===== config.mk =====
export PLATFORM = sky130hd
export DESIGN_NAME = muldiv_unit_flat
export DESIGN_NICKNAME = d
export VERILOG_FILES = /design/src/rtl/muldiv_unit_pkg.sv /design/src/rtl/muldiv_unit_if.sv /design/src/rtl/muldiv_unit_div_core.sv /design/src/rtl/muldiv_unit.sv /design/src/flat_wrapper.sv
export SDC_FILE = /design/constraint.sdc
export NUM_CORES = 2
export LEC_CHECK = 0
export CORE_UTILIZATION = 30
export DETAILED_ROUTE_END_ITERATION = 8
export GPL_TIMING_DRIVEN = 0
export PLACE_DENSITY = 0.42
export REMOVE_ABC_BUFFERS = 1
export SLEW_MARGIN = 10
export SYNTH_ARGS = -nofsm -noshare
export SYNTH_HDL_FRONTEND = slang
export SYNTH_SLANG_ARGS = --single-unit

===== constraint.sdc =====
create_clock -name clk -period 16.2 [get_ports clk]
set_clock_uncertainty 0.2 [all_clocks]
set_input_delay 4.86 -clock clk [delete_from_list [all_inputs] [get_ports clk]]
set_output_delay 4.86 -clock clk [all_outputs]
set_load 0.05 [all_outputs]

===== src/rtl/muldiv_unit_pkg.sv =====
`default_nettype none
// ============================================================================
// Module      : muldiv_unit_pkg
// Description : Shared op-code constants, the muldiv FSM state type and small
//               operand helpers for the RV32M multiply/divide execute unit.
// Revision    : 1.0 - initial release
// ============================================================================
package muldiv_unit_pkg;

    // Op-type codes shared with the ALU and the decoder
    localparam int unsigned OP_ADD    = 28;
    localparam int unsigned OP_MUL    = 38;
    localparam int unsigned OP_MULH   = 39;
    localparam int unsigned OP_MULHSU = 40;
    localparam int unsigned OP_MULHU  = 41;
    localparam int unsigned OP_DIV    = 42;
    localparam int unsigned OP_DIVU   = 43;
    localparam int unsigned OP_REM    = 44;
    localparam int unsigned OP_REMU   = 45;

    typedef enum logic [1:0] {
        S_IDLE = 2'd0,
        S_MUL  = 2'd1,
        S_DIV  = 2'd2,
        S_DONE = 2'd3
    } muldiv_state_e;

    // Top bit of an operand widened by one bit: copy of the sign when signed
    function automatic logic ext_msb(input logic msb, input logic is_signed);
        return is_signed & msb;
    endfunction

    function automatic logic is_mul_code(input logic [31:0] code);
        return (code >= OP_MUL) && (code <= OP_MULHU);
    endfunction

    function automatic logic is_div_code(input logic [31:0] code);
        return (code >= OP_DIV) && (code <= OP_REMU);
    endfunction

endpackage
`default_nettype wire


===== src/rtl/muldiv_unit_if.sv =====
`default_nettype none
// ============================================================================
// Module      : muldiv_unit_if
// Description : Issue (RS side) and completion (ROB side) signals of the
//               muldiv unit. master = RS/ROB, slave = the unit.
// Revision    : 1.0 - initial release
// ============================================================================
interface muldiv_unit_if #(
    parameter int XLEN      = 32,
    parameter int ROB_IDX_W = 4,
    parameter int OP_W      = 6
);
    logic                 muldiv_mission;
    logic [OP_W-1:0]      muldiv_op_type;
    logic [XLEN-1:0]      muldiv_rs1;
    logic [XLEN-1:0]      muldiv_rs2;
    logic [ROB_IDX_W-1:0] muldiv_rob_dest;
    logic                 muldiv_busy;
    logic                 muldiv_finish;
    logic [ROB_IDX_W-1:0] muldiv_dest;
    logic [XLEN-1:0]      muldiv_out;

    modport master (
        output muldiv_mission, muldiv_op_type, muldiv_rs1, muldiv_rs2, muldiv_rob_dest,
        input  muldiv_busy, muldiv_finish, muldiv_dest, muldiv_out
    );

    modport slave (
        input  muldiv_mission, muldiv_op_type, muldiv_rs1, muldiv_rs2, muldiv_rob_dest,
        output muldiv_busy, muldiv_finish, muldiv_dest, muldiv_out
    );
endinterface
`default_nettype wire


===== src/rtl/muldiv_unit_div_core.sv =====
`default_nettype none
// ============================================================================
// Module      : muldiv_div_core
// Description : Radix-2 restoring divider, one quotient bit per enabled cycle,
//               MSB first, on operand magnitudes with a sign fix-up applied
//               combinationally on the final iteration. done_o is a strobe in
//               the last iteration cycle with result_o valid alongside it.
//               Optional macro DIV_EARLY_OUT_EN: divide-by-zero and signed
//               overflow finish in the first cycle instead of iterating.
// Revision    : 1.0 - initial release
// ============================================================================
module muldiv_div_core
    import muldiv_unit_pkg::*;
#(
    parameter int XLEN = 32
) (
    input  wire logic            clk,
    input  wire logic            rst,
    input  wire logic            rdy_i,
    input  wire logic            flush_i,
    input  wire logic            start_i,
    input  wire logic            is_signed_i,
    input  wire logic            want_rem_i,
    input  wire logic [XLEN-1:0] dividend_i,
    input  wire logic [XLEN-1:0] divisor_i,
    output logic                 done_o,
    output logic [XLEN-1:0]      result_o
);
    localparam int CNT_W = $clog2(XLEN);
    localparam logic [CNT_W-1:0] LAST_ITER = CNT_W'(XLEN - 1);

    logic             active_q;
    logic [CNT_W-1:0] cnt_q;
    logic [XLEN-1:0]  quo_q;       // dividend bits shifting out, quotient bits shifting in
    logic [XLEN-1:0]  rem_q;
    logic [XLEN-1:0]  dvs_q;
    logic [XLEN-1:0]  dividend_q;  // raw rs1, needed by the special-case results
    logic             neg_quo_q;
    logic             neg_rem_q;
    logic             want_rem_q;
    logic             div_zero_q;
    logic             ovf_q;

    logic            w_a_neg, w_b_neg, w_div_zero, w_ovf;
    logic [XLEN-1:0] w_a_mag, w_b_mag;
    logic [XLEN:0]   w_trial, w_diff;
    logic            w_fits;
    logic [XLEN-1:0] w_rem_n, w_quo_n, w_quo_res, w_rem_res;

    assign w_a_neg    = is_signed_i & dividend_i[XLEN-1];
    assign w_b_neg    = is_signed_i & divisor_i[XLEN-1];
    assign w_a_mag    = w_a_neg ? -dividend_i : dividend_i;
    assign w_b_mag    = w_b_neg ? -divisor_i  : divisor_i;
    assign w_div_zero = (divisor_i == '0);
    assign w_ovf      = is_signed_i && (dividend_i == {1'b1, {(XLEN-1){1'b0}}})
                        && (divisor_i == '1);

    // One restoring step: shift in the next dividend bit, subtract if it fits
    assign w_trial = {rem_q, quo_q[XLEN-1]};
    assign w_diff  = w_trial - {1'b0, dvs_q};
    assign w_fits  = ~w_diff[XLEN];
    assign w_rem_n = w_fits ? w_diff[XLEN-1:0] : w_trial[XLEN-1:0];
    assign w_quo_n = {quo_q[XLEN-2:0], w_fits};

    // Special cases override; otherwise apply the sign fix-up to the last step
    always_comb begin
        w_quo_res = neg_quo_q ? -w_quo_n : w_quo_n;
        w_rem_res = neg_rem_q ? -w_rem_n : w_rem_n;
        if (div_zero_q) begin
            w_quo_res = '1;
            w_rem_res = dividend_q;
        end else if (ovf_q) begin
            w_quo_res = dividend_q;
            w_rem_res = '0;
        end
    end

    assign result_o = want_rem_q ? w_rem_res : w_quo_res;

`ifdef DIV_EARLY_OUT_EN
    assign done_o = active_q && ((cnt_q == LAST_ITER) || div_zero_q || ovf_q);
`else
    assign done_o = active_q && (cnt_q == LAST_ITER);
`endif

    // Operand capture on start, then one iteration per enabled cycle
    always_ff @(posedge clk) begin
        if (rst) begin
            active_q   <= 1'b0;
            cnt_q      <= '0;
            quo_q      <= '0;
            rem_q      <= '0;
            dvs_q      <= '0;
            dividend_q <= '0;
            neg_quo_q  <= 1'b0;
            neg_rem_q  <= 1'b0;
            want_rem_q <= 1'b0;
            div_zero_q <= 1'b0;
            ovf_q      <= 1'b0;
        end else if (rdy_i) begin
            if (flush_i) begin
                active_q <= 1'b0;
            end else if (start_i) begin
                active_q   <= 1'b1;
                cnt_q      <= '0;
                quo_q      <= w_a_mag;
                rem_q      <= '0;
                dvs_q      <= w_b_mag;
                dividend_q <= dividend_i;
                neg_quo_q  <= w_a_neg ^ w_b_neg;
                neg_rem_q  <= w_a_neg;
                want_rem_q <= want_rem_i;
                div_zero_q <= w_div_zero;
                ovf_q      <= w_ovf;
            end else if (active_q) begin
                quo_q <= w_quo_n;
                rem_q <= w_rem_n;
                cnt_q <= cnt_q + CNT_W'(1);
                if (done_o) begin
                    active_q <= 1'b0;
                end
            end
        end
    end

endmodule
`default_nettype wire


===== src/rtl/muldiv_unit.sv =====
`default_nettype none
// ============================================================================
// Module      : muldiv_unit
// Description : RV32M multi-cycle execute unit. Multiplies run through a
//               MUL_STAGES deep pipeline, divides/remainders through the
//               iterative muldiv_div_core. One op in flight, busy back-pressure
//               to the RS, flush from the ROB, registered finish/dest/out.
//               Optional macro DIV_EARLY_OUT_EN shortens special-case divides.
// Revision    : 1.0 - initial release
// ============================================================================
module muldiv_unit
    import muldiv_unit_pkg::*;
#(
    parameter int XLEN       = 32,
    parameter int ROB_IDX_W  = 4,
    parameter int OP_W       = 6,
    parameter int MUL_STAGES = 2
) (
    input  wire logic    clk,
    input  wire logic    rst,
    input  wire logic    rdy,
    input  wire logic    flush,
    muldiv_unit_if.slave bus
);
    localparam int PIPE_N = (MUL_STAGES > 1) ? MUL_STAGES - 1 : 1;
    localparam int CNT_W  = (MUL_STAGES > 1) ? $clog2(MUL_STAGES) : 1;
    localparam logic [CNT_W-1:0] MUL_LAST = CNT_W'((MUL_STAGES > 1) ? MUL_STAGES - 2 : 0);

    muldiv_state_e        state_q, state_d;
    logic [OP_W-1:0]      op_q, op_d;
    logic [ROB_IDX_W-1:0] tag_q, tag_d;
    logic [CNT_W-1:0]     cnt_q, cnt_d;
    logic                 finish_q, finish_d;
    logic [ROB_IDX_W-1:0] dest_q, dest_d;
    logic [XLEN-1:0]      out_q, out_d;

    logic                 w_busy, w_is_mul, w_is_div, w_accept;
    logic                 w_a_signed, w_b_signed;
    logic [XLEN:0]        w_a_ext, w_b_ext;
    logic [2*XLEN-1:0]    w_a_wide, w_b_wide, w_prod, w_mul_tail;
    logic                 w_div_done;
    logic [XLEN-1:0]      w_div_result;

    function automatic logic [XLEN-1:0] mul_select(input logic [OP_W-1:0] op,
                                                   input logic [2*XLEN-1:0] prod);
        return (op == OP_W'(OP_MUL)) ? prod[XLEN-1:0] : prod[2*XLEN-1:XLEN];
    endfunction

    assign w_busy   = (state_q == S_MUL) || (state_q == S_DIV);
    assign w_is_mul = is_mul_code(32'(bus.muldiv_op_type));
    assign w_is_div = is_div_code(32'(bus.muldiv_op_type));
    assign w_accept = rdy && bus.muldiv_mission && !w_busy && !flush && !rst
                      && (w_is_mul || w_is_div);

    // rs1 is signed for everything but MULHU; rs2 only for MUL/MULH
    assign w_a_signed = (bus.muldiv_op_type != OP_W'(OP_MULHU));
    assign w_b_signed = (bus.muldiv_op_type == OP_W'(OP_MUL)) ||
                        (bus.muldiv_op_type == OP_W'(OP_MULH));
    assign w_a_ext = {ext_msb(bus.muldiv_rs1[XLEN-1], w_a_signed), bus.muldiv_rs1};
    assign w_b_ext = {ext_msb(bus.muldiv_rs2[XLEN-1], w_b_signed), bus.muldiv_rs2};
    // Only the low 2*XLEN product bits are ever returned, and these are exact
    // modulo 2^(2*XLEN) for the sign-extended XLEN+1 bit operands.
    assign w_a_wide = {{(XLEN-1){w_a_ext[XLEN]}}, w_a_ext};
    assign w_b_wide = {{(XLEN-1){w_b_ext[XLEN]}}, w_b_ext};
    assign w_prod   = w_a_wide * w_b_wide;

    generate
        if (MUL_STAGES > 1) begin : g_mul_pipe
            logic [2*XLEN-1:0] pipe_q [PIPE_N];
            // Product enters on the accept edge and advances each enabled cycle
            always_ff @(posedge clk) begin
                if (rst) begin
                    for (int i = 0; i < PIPE_N; i++) pipe_q[i] <= '0;
                end else if (rdy) begin
                    pipe_q[0] <= w_prod;
                    for (int i = 1; i < PIPE_N; i++) pipe_q[i] <= pipe_q[i-1];
                end
            end
            assign w_mul_tail = pipe_q[PIPE_N-1];
        end else begin : g_mul_comb
            assign w_mul_tail = w_prod;
        end
    endgenerate

    muldiv_div_core #(
        .XLEN (XLEN)
    ) u_div_core (
        .clk         (clk),
        .rst         (rst),
        .rdy_i       (rdy),
        .flush_i     (flush),
        .start_i     (w_accept && w_is_div),
        .is_signed_i ((bus.muldiv_op_type == OP_W'(OP_DIV)) ||
                      (bus.muldiv_op_type == OP_W'(OP_REM))),
        .want_rem_i  ((bus.muldiv_op_type == OP_W'(OP_REM)) ||
                      (bus.muldiv_op_type == OP_W'(OP_REMU))),
        .dividend_i  (bus.muldiv_rs1),
        .divisor_i   (bus.muldiv_rs2),
        .done_o      (w_div_done),
        .result_o    (w_div_result)
    );

    // Next-state and registered-output decode; results only exist on finish
    always_comb begin
        state_d  = state_q;
        op_d     = op_q;
        tag_d    = tag_q;
        cnt_d    = cnt_q;
        finish_d = 1'b0;
        dest_d   = '0;
        out_d    = '0;
        if (flush) begin
            state_d = S_IDLE;
        end else begin
            case (state_q)
                S_IDLE, S_DONE: begin
                    state_d = S_IDLE;
                    if (w_accept) begin
                        op_d  = bus.muldiv_op_type;
                        tag_d = bus.muldiv_rob_dest;
                        cnt_d = '0;
                        if (!w_is_mul) begin
                            state_d = S_DIV;
                        end else if (MUL_STAGES == 1) begin
                            state_d  = S_DONE;
                            finish_d = 1'b1;
                            dest_d   = bus.muldiv_rob_dest;
                            out_d    = mul_select(bus.muldiv_op_type, w_mul_tail);
                        end else begin
                            state_d = S_MUL;
                        end
                    end
                end
                S_MUL: begin
                    if (cnt_q == MUL_LAST) begin
                        state_d  = S_DONE;
                        finish_d = 1'b1;
                        dest_d   = tag_q;
                        out_d    = mul_select(op_q, w_mul_tail);
                    end else begin
                        cnt_d = cnt_q + CNT_W'(1);
                    end
                end
                S_DIV: begin
                    if (w_div_done) begin
                        state_d  = S_DONE;
                        finish_d = 1'b1;
                        dest_d   = tag_q;
                        out_d    = w_div_result;
                    end
                end
                default: state_d = S_IDLE;
            endcase
        end
    end

    // State and output registers; everything holds while rdy is low
    always_ff @(posedge clk) begin
        if (rst) begin
            state_q  <= S_IDLE;
            op_q     <= '0;
            tag_q    <= '0;
            cnt_q    <= '0;
            finish_q <= 1'b0;
            dest_q   <= '0;
            out_q    <= '0;
        end else if (rdy) begin
            state_q  <= state_d;
            op_q     <= op_d;
            tag_q    <= tag_d;
            cnt_q    <= cnt_d;
            finish_q <= finish_d;
            dest_q   <= dest_d;
            out_q    <= out_d;
        end
    end

    assign bus.muldiv_busy   = w_busy;
    assign bus.muldiv_finish = finish_q;
    assign bus.muldiv_dest   = dest_q;
    assign bus.muldiv_out    = out_q;

endmodule
`default_nettype wire


===== src/flat_wrapper.sv =====
// flat-port wrapper written by rule: the top's interface ports become plain ports
module muldiv_unit_flat import muldiv_unit_pkg::*;
#(
    parameter int XLEN       = 32,
    parameter int ROB_IDX_W  = 4,
    parameter int OP_W       = 6,
    parameter int MUL_STAGES = 2
)
  (clk, rst, rdy, flush, bus_muldiv_mission, bus_muldiv_op_type, bus_muldiv_rs1, bus_muldiv_rs2, bus_muldiv_rob_dest, bus_muldiv_busy, bus_muldiv_finish, bus_muldiv_dest, bus_muldiv_out);
  muldiv_unit_if #(.XLEN(XLEN), .ROB_IDX_W(ROB_IDX_W), .OP_W(OP_W)) bus_i ();
  input  wire logic clk;
  input  wire logic rst;
  input  wire logic rdy;
  input  wire logic flush;
  input wire logic [$bits(bus_i.muldiv_mission)-1:0] bus_muldiv_mission;
  input wire logic [$bits(bus_i.muldiv_op_type)-1:0] bus_muldiv_op_type;
  input wire logic [$bits(bus_i.muldiv_rs1)-1:0] bus_muldiv_rs1;
  input wire logic [$bits(bus_i.muldiv_rs2)-1:0] bus_muldiv_rs2;
  input wire logic [$bits(bus_i.muldiv_rob_dest)-1:0] bus_muldiv_rob_dest;
  output wire logic [$bits(bus_i.muldiv_busy)-1:0] bus_muldiv_busy;
  output wire logic [$bits(bus_i.muldiv_finish)-1:0] bus_muldiv_finish;
  output wire logic [$bits(bus_i.muldiv_dest)-1:0] bus_muldiv_dest;
  output wire logic [$bits(bus_i.muldiv_out)-1:0] bus_muldiv_out;
  assign bus_i.muldiv_mission = bus_muldiv_mission;
  assign bus_i.muldiv_op_type = bus_muldiv_op_type;
  assign bus_i.muldiv_rs1 = bus_muldiv_rs1;
  assign bus_i.muldiv_rs2 = bus_muldiv_rs2;
  assign bus_i.muldiv_rob_dest = bus_muldiv_rob_dest;
  assign bus_muldiv_busy = bus_i.muldiv_busy;
  assign bus_muldiv_finish = bus_i.muldiv_finish;
  assign bus_muldiv_dest = bus_i.muldiv_dest;
  assign bus_muldiv_out = bus_i.muldiv_out;
  muldiv_unit #(.XLEN(XLEN), .ROB_IDX_W(ROB_IDX_W), .OP_W(OP_W), .MUL_STAGES(MUL_STAGES)) u_core (.clk(clk), .rst(rst), .rdy(rdy), .flush(flush), .bus(bus_i));
endmodule

# Yosys cells after proc, flatten, opt, wreduce, memory -nomap -nowiden
# Memories as Yosys holds them, arrays and structs flattened.
# Cells that the tools add are included.
[classes]
n_mux = 49
n_mul = 1
n_eq_ne = 16
n_bitwise = 7
order_cmp = 4
add_sub_neg = 7
n_reduce_logical = 30
[op_table]
columns = ["cell", "n"]
rows = [
  ["2-to-1 mux 32 bit", 18],
  ["negation 32 bit", 4],
  ["equality test 32 bit (second input constant)", 2],
  ["multiplier 33 x 33 -> 64 bit", 1],
  ["2-to-1 mux 64 bit", 1],
  ["one-hot mux 32 bit (2 select lines)", 1],
  ["OR reduction 64 bit", 1],
  ["equality test 6 bit (second input constant)", 6],
  ["subtractor 33 x 32 -> 33 bit", 1],
  ["logical NOT 32 bit", 1],
  ["2-to-1 mux 1 bit", 15],
  ["greater-or-equal comparator 6 bit (second input constant)", 2],
  ["less-or-equal comparator 6 bit (second input constant)", 2],
  ["2-to-1 mux 4 bit", 3],
  ["logical AND 1 bit", 11],
  ["2-to-1 mux 2 bit", 5],
  ["2-to-1 mux 5 bit", 2],
  ["AND reduction 3 bit", 3],
  ["one-hot mux 4 bit (2 select lines)", 1],
  ["AND reduction 4 bit", 2],
  ["!= test 3 bit (second input constant)", 2],
  ["!= test 6 bit (second input constant)", 1],
  ["one-hot mux 2 bit (3 select lines)", 1],
  ["adder 5 x 1 -> 5 bit (second input constant)", 1],
  ["other kinds (14)", 27],
]
[totals]
ramBits = 64
memories = 1
regBits = 189
[memory_table]
columns = ["memory", "depth", "word_bits", "rd", "rd_clocked_by_memory_dff", "wr", "line_no", "text"]
rows = [
  ["u_core.g_mul_pipe.pipe_q", 1, 64, 1, 0, 1, "muldiv_unit.sv:69", "logic [2*XLEN-1:0] pipe_q [PIPE_N];"],
]

# Logic depth before layout (Yosys ltp)
[depth]
word_depth = 10
mapped_depth = 35
ltp_nobuf = 33

# Cells and area by module
# A second synthesis with hierarchy kept.
[hier_totals]
hier_cells = 6067
area_unflattened_um2 = 53426.2
[by_module_without_submodules]
columns = ["module", "seq_area_each_um2", "area_each_um2", "instances", "cells_per_inst"]
rows = [
  ["muldiv_unit", 2902.8, 42228.0, 1, 4525],
  ["muldiv_div_core", 2782.7, 11198.2, 1, 1542],
]

# Least setup slack after synthesis
# No wires, ideal clock.
[synth_path]
path_kind = "input to register"
from = "input bus_muldiv_op_type[1]"
to = "memory u_core.g_mul_pipe.pipe_q[0][61] in the netlist's numbering, data pin"
cell_stages = 30
required_ns = 15.734
t_arrival_ns = 12.849
setup_slack_ns = 2.885
n_path_buf = 2
setup_time_ns = 0.266
cell_sequence = "clkbuf_1 nor3b_1 nand3b_1 and2_1 clkbuf_1 nand2_1 inv_1 fa_1 fa_1 fa_1 inv_1 fa_1 fa_1 fa_1 fa_1 fa_1 inv_1 ha_1 a22o_1 or4_1 a21oi_1 o21a_1 o211ai_1 a22oi_1 a21o_1 a21oi_1 a2111oi_0 nor2_1 xnor2_1 nor2_1"
[synth_between]
elab_chain_len = 5
[synth_lines]
columns = ["item", "line_no", "text"]
rows = [
  ["start: declaration", "flat_wrapper.sv:16", "input wire logic [$bits(bus_i.muldiv_op_type)-1:0] bus_muldiv_op_type;"],
  ["equality test 6 bit (on tied branches)", "muldiv_unit.sv:57, muldiv_unit.sv:58", ""],
  ["logical OR 1 bit", "muldiv_unit.sv:57", "assign w_b_signed = (bus.muldiv_op_type == OP_W'(OP_MUL)) ||"],
  ["bitwise AND 1 bit", "muldiv_unit_pkg.sv:30", "return is_signed & msb;"],
  ["multiplier 33 x 33 -> 64 bit *", "muldiv_unit.sv:65", "assign w_prod = w_a_wide * w_b_wide;"],
  ["2-to-1 mux 64 bit (no line) *", "-", ""],
  ["end: declaration", "muldiv_unit.sv:69", ""],
]
# Mark *: on every way between the ends. The rest lies on a longest branch, timed or not.

# Final worst setup path
# Ends and elaborated chain as after synthesis.

==> metrics.md <==
| Metric | Value |
|---|---|
| Outcome | `finished with violations` |
| Failing checks | `DRC` |
| WL met1 | `83.6 mm` |
| Vias per cell | `4.92` |
| Synth warn | `0` |
| Signal arrival time at the worst endpoint | `15280 ps` |
| Post-synthesis share of cell area spent on full adders, half adders and majority gates | `48.1%` |
| Die width | `424 µm` |
| Proportion of netlist area held by the largest area contributor | `42.2%` |
| Relative max-transition margin | `21.0%` |
| Crit. End Element | `register` |
| Post-Syn Area | `53500 µm²` |
| Post-CTS repair timing setup buffer count | `0` |
| Async S/R FF share, synth | `0%` |
| Setup slack, reg-to-reg | `9520 ps` |
| Via Count | `41200` |
| Initial DRC count | `2513` |
| Most used flip-flop cell after synthesis | `dfxtp_1` |
| Slew @ Worst Pin | `1190 ps` |
| Clock slew seen by the registers of the worst setup and hold paths | `60 ps` |
| Setup repair after global routing missed its margin | `false` |
| Mean post-synth cell area | `8.65 µm²` |
| Num Clock Sinks | `252` |
| Final setup vio count | `0` |
| Hold depth | `2` |
| Number of buffers inserted by port buffering | `116` |
| Biggest cell delay along the critical path | `920 ps` |
| Height of the chip | `424 µm` |
| Hold Path Origin | `u_core.op_q[5]$_SDFFE_PP0P_` |
| Final period demand of the worst path | `15200 ps` |
| Number of core rows | `154` |
| Most frequently used cell type in the post-synthesis netlist | `inv_1` |
| CP max FO | `11` |
| Unique cell type count in the Yosys netlist | `86` |
| Detail Route met2 WL | `90.0 mm` |
| Total DRC errors in the routed layout | `2` |
| Type of the worst setup path | `input port to register` |
| Most frequent cell on the critical path | `fa_1` |
| Root Driver | `clkbuf_16` |
| Number of standard cells in the final layout excluding fillers | `8378` |
| Sequential element share of the synthesized area | `10.6%` |
| Global routing usage summed across all routing layers | `20.8%` |
| TritonCTS buffer count | `34` |
| Cell at the slowest stage of the critical path | `and2_1` |
| Endpoint of the worst hold-timing path | `u_core.op_q[5]$_SDFFE_PP0P_` |
| Area inside the core boundary | `176000 µm²` |
| R2r startpoint | `u_core.u_div_core.quo_q[31]$_SDFFE_PP0P_` |
| Initial core utilization | `30.3%` |
| CTS tree | `done` |
| Post-synthesis cell count | `6180` |
| EDFF count, synth | `64` |
| Mux cell area share after synthesis | `0.782%` |
| First-pass GRT wire length | `284 mm` |
| Combinational family with the most area after synthesis | `adder cells` |
| Highest Signal Layer | `met4` |
| Complex-gate fraction of the synthesized area | `9.20%` |
| WHS | `252 ps` |
| Area added between synthesis and finish | `9.53%` |
| Routed Wire Length | `185 mm` |
| Final Wtd Congestion | `0.860` |
| Floorplan die area | `180000 µm²` |
| Detail Placement HPWL | `150 mm` |
| Number of global-route vias before repair | `43900` |
| Number of nets at the end of the flow | `7471` |
| First drt pass iteration count | `9` |
| Worst r2r dst | `u_core.bus.muldiv_out[28]$_SDFFE_PP0P_` |
| Max clock buf depth | `3` |
| Max capacitance violation total | `0` |
| Xor and xnor area share after synthesis | `3.42%` |
| Synth area leaders | `fa_1, inv_1, nand2_1` |
| Placed instance count | `8317` |
| Fmax | `65.8 MHz` |
| Number of ports placed on the die boundary | `117` |
| H-tree depth | `2` |
| Class of the worst hold path | `register to register` |
| Count of nets left with antenna violations after detail routing | `0` |
| Post-route cell area | `58600 µm²` |
| Largest net degree at the start of global routing | `79` |
| Startpoint type of the worst setup path | `input port` |
| Resized cells post-CTS | `0` |
| Final Hold Vio Count | `0` |
| Final Max Tran Viols | `0` |
| Initial antenna violation count | `11` |
| Number of buffers added to fix hold violations after cts | `0` |
| Cell taking the most area after synthesis | `fa_1` |
| Total placed instance area | `57400 µm²` |
| Req. time, crit path | `16290 ps` |
| Ratio of cells with drive above 1 in the final layout | `4.17%` |
| Final worst-path cycle share | `93.8%` |
| Number of synthesized register bits | `252` |
| R2R depth | `22` |
| Simple-Gate Fraction of Synth Area | `17.0%` |
| Clk Latency, worst-skew pair | `570 ps` |
| Top cells by count, synth | `inv_1, fa_1, nand2_1, and2_1, clkbuf_1` |
| Average detailed-routed wire length per instance | `22.0 µm` |
| Detailed-routed wire length on met3 | `6.88 mm` |
| Overall overflow remaining after global route | `0` |
[how the worst max path moves through the flow]
stage | start | to | slack, ps
final | bus_muldiv_op_type[1] | u_core.g_mul_pipe.pipe_q[0][61]$_SDFFCE_PN0P_ | 1000
after global routing | bus_muldiv_op_type[1] | u_core.g_mul_pipe.pipe_q[0][61]$_SDFFCE_PN0P_ | 390
after CTS | bus_muldiv_op_type[1] | u_core.g_mul_pipe.pipe_q[0][61]$_SDFFCE_PN0P_ | 800
after detailed placement | bus_muldiv_op_type[1] | u_core.g_mul_pipe.pipe_q[0][61]$_SDFFCE_PN0P_ | 220
after global placement | bus_muldiv_rs2[31] | u_core.g_mul_pipe.pipe_q[0][63]$_SDFFCE_PN0P_ | -1730
after floorplan | bus_muldiv_op_type[4] | u_core.g_mul_pipe.pipe_q[0][61]$_SDFFCE_PN0P_ | 2670
[cells by family after synthesis]
logic type	count (synthesis)
and+or+nand+nor	1991
buffers and inverters	1547
adders and majority gates	1379
AOI/OAI and AO/OA	761
DFF	252
xor gates and xnor gates	209
muxes	41
[worst max-delay path: cells and delay by family]
kind | cells | cell delay, ps
and+or+nand+nor | 7 | 2260
buffers and inverters | 5 | 1500
xor gates and xnor gates | 1 | 160
adders and majority gates | 9 | 4640
AOI/OAI and AO/OA | 8 | 1840
[state kept, by name, indices dropped and copies added (netlist names), 2 cells and up]
name                          cells
u_core.bus.muldiv_out            32
u_core.op_q                       6
u_core.state_q                    2
u_core.g_mul_pipe.pipe_q         64
u_core.u_div_core.dvs_q          32
u_core.u_div_core.cnt_q           5
u_core.bus.muldiv_dest            4
u_core.u_div_core.rem_q          32
u_core.u_div_core.dividend_q     32
u_core.tag_q                      4
u_core.u_div_core.quo_q          32
[layout by cell type, fill, tap and decap left out, drive strengths merged, types with 8 or more instances in the layout]
cell type / instances
or4: 20
o41ai: 15
edfxtp: 64
xnor2: 126
clkbuf: 47
and2: 305
or2: 17
inv: 1150
nor3: 42
nand2b: 25
a31o: 8
a21o: 66
nand3b: 20
a31oi: 19
nor2: 268
or3: 45
o21a: 19
nand2: 1092
a311oi: 27
and3: 33
nand3: 42
clkdlybuf4s50: 51
a211oi: 40
nor4: 20
a21oi: 221
dfxtp: 188
o21bai: 13
a22o: 8
buf: 144
o31ai: 34
a2111oi: 9
a221oi: 21
nand4: 26
ha: 253
mux2i: 38
o211ai: 18
xor2: 83
fa: 1126
o21ai: 181
nor2b: 12
[metrics by stage]
| step | utilization [%] | setup WS [ps] | TNS, ps |
|---|---|---|---|
| 3_5_place_dp | 32.5 | 217 | 0 |
| 3_3_place_gp | 31.7 | -1730 | -29460 |
| 2_1_floorplan | - | 2670 | 0 |
| 6_report | 33.2 | 1000 | 0 |
| 5_1_grt | 33.2 | 389 | 0 |
| 4_1_cts | 33.2 | 804 | 0 |
[routing by layer]
layer	vias up	GRT usage [%]
met3	162	1.58
met1	21600	28.8
met5	-	0
met2	847	35.6
li1	18600	-
met4	0	4.51
[area by class of cell]
cell class | instances | area (µm²)
clock buffers | 47 | 971
diodes | 1 | 2.50
inverters | 1149 | 4320
clock inverters | 13 | 184
well taps | 2340 | 2930
fillers | 18700 | 118000
multi-input cells | 4381 | 42000
repair buffers | 195 | 2460
flip-flops and latches | 252 | 5690
Power is left out: the tool's default activity adds up to more than one toggle a clock period on the data nets, which glitch-free logic cannot reach.
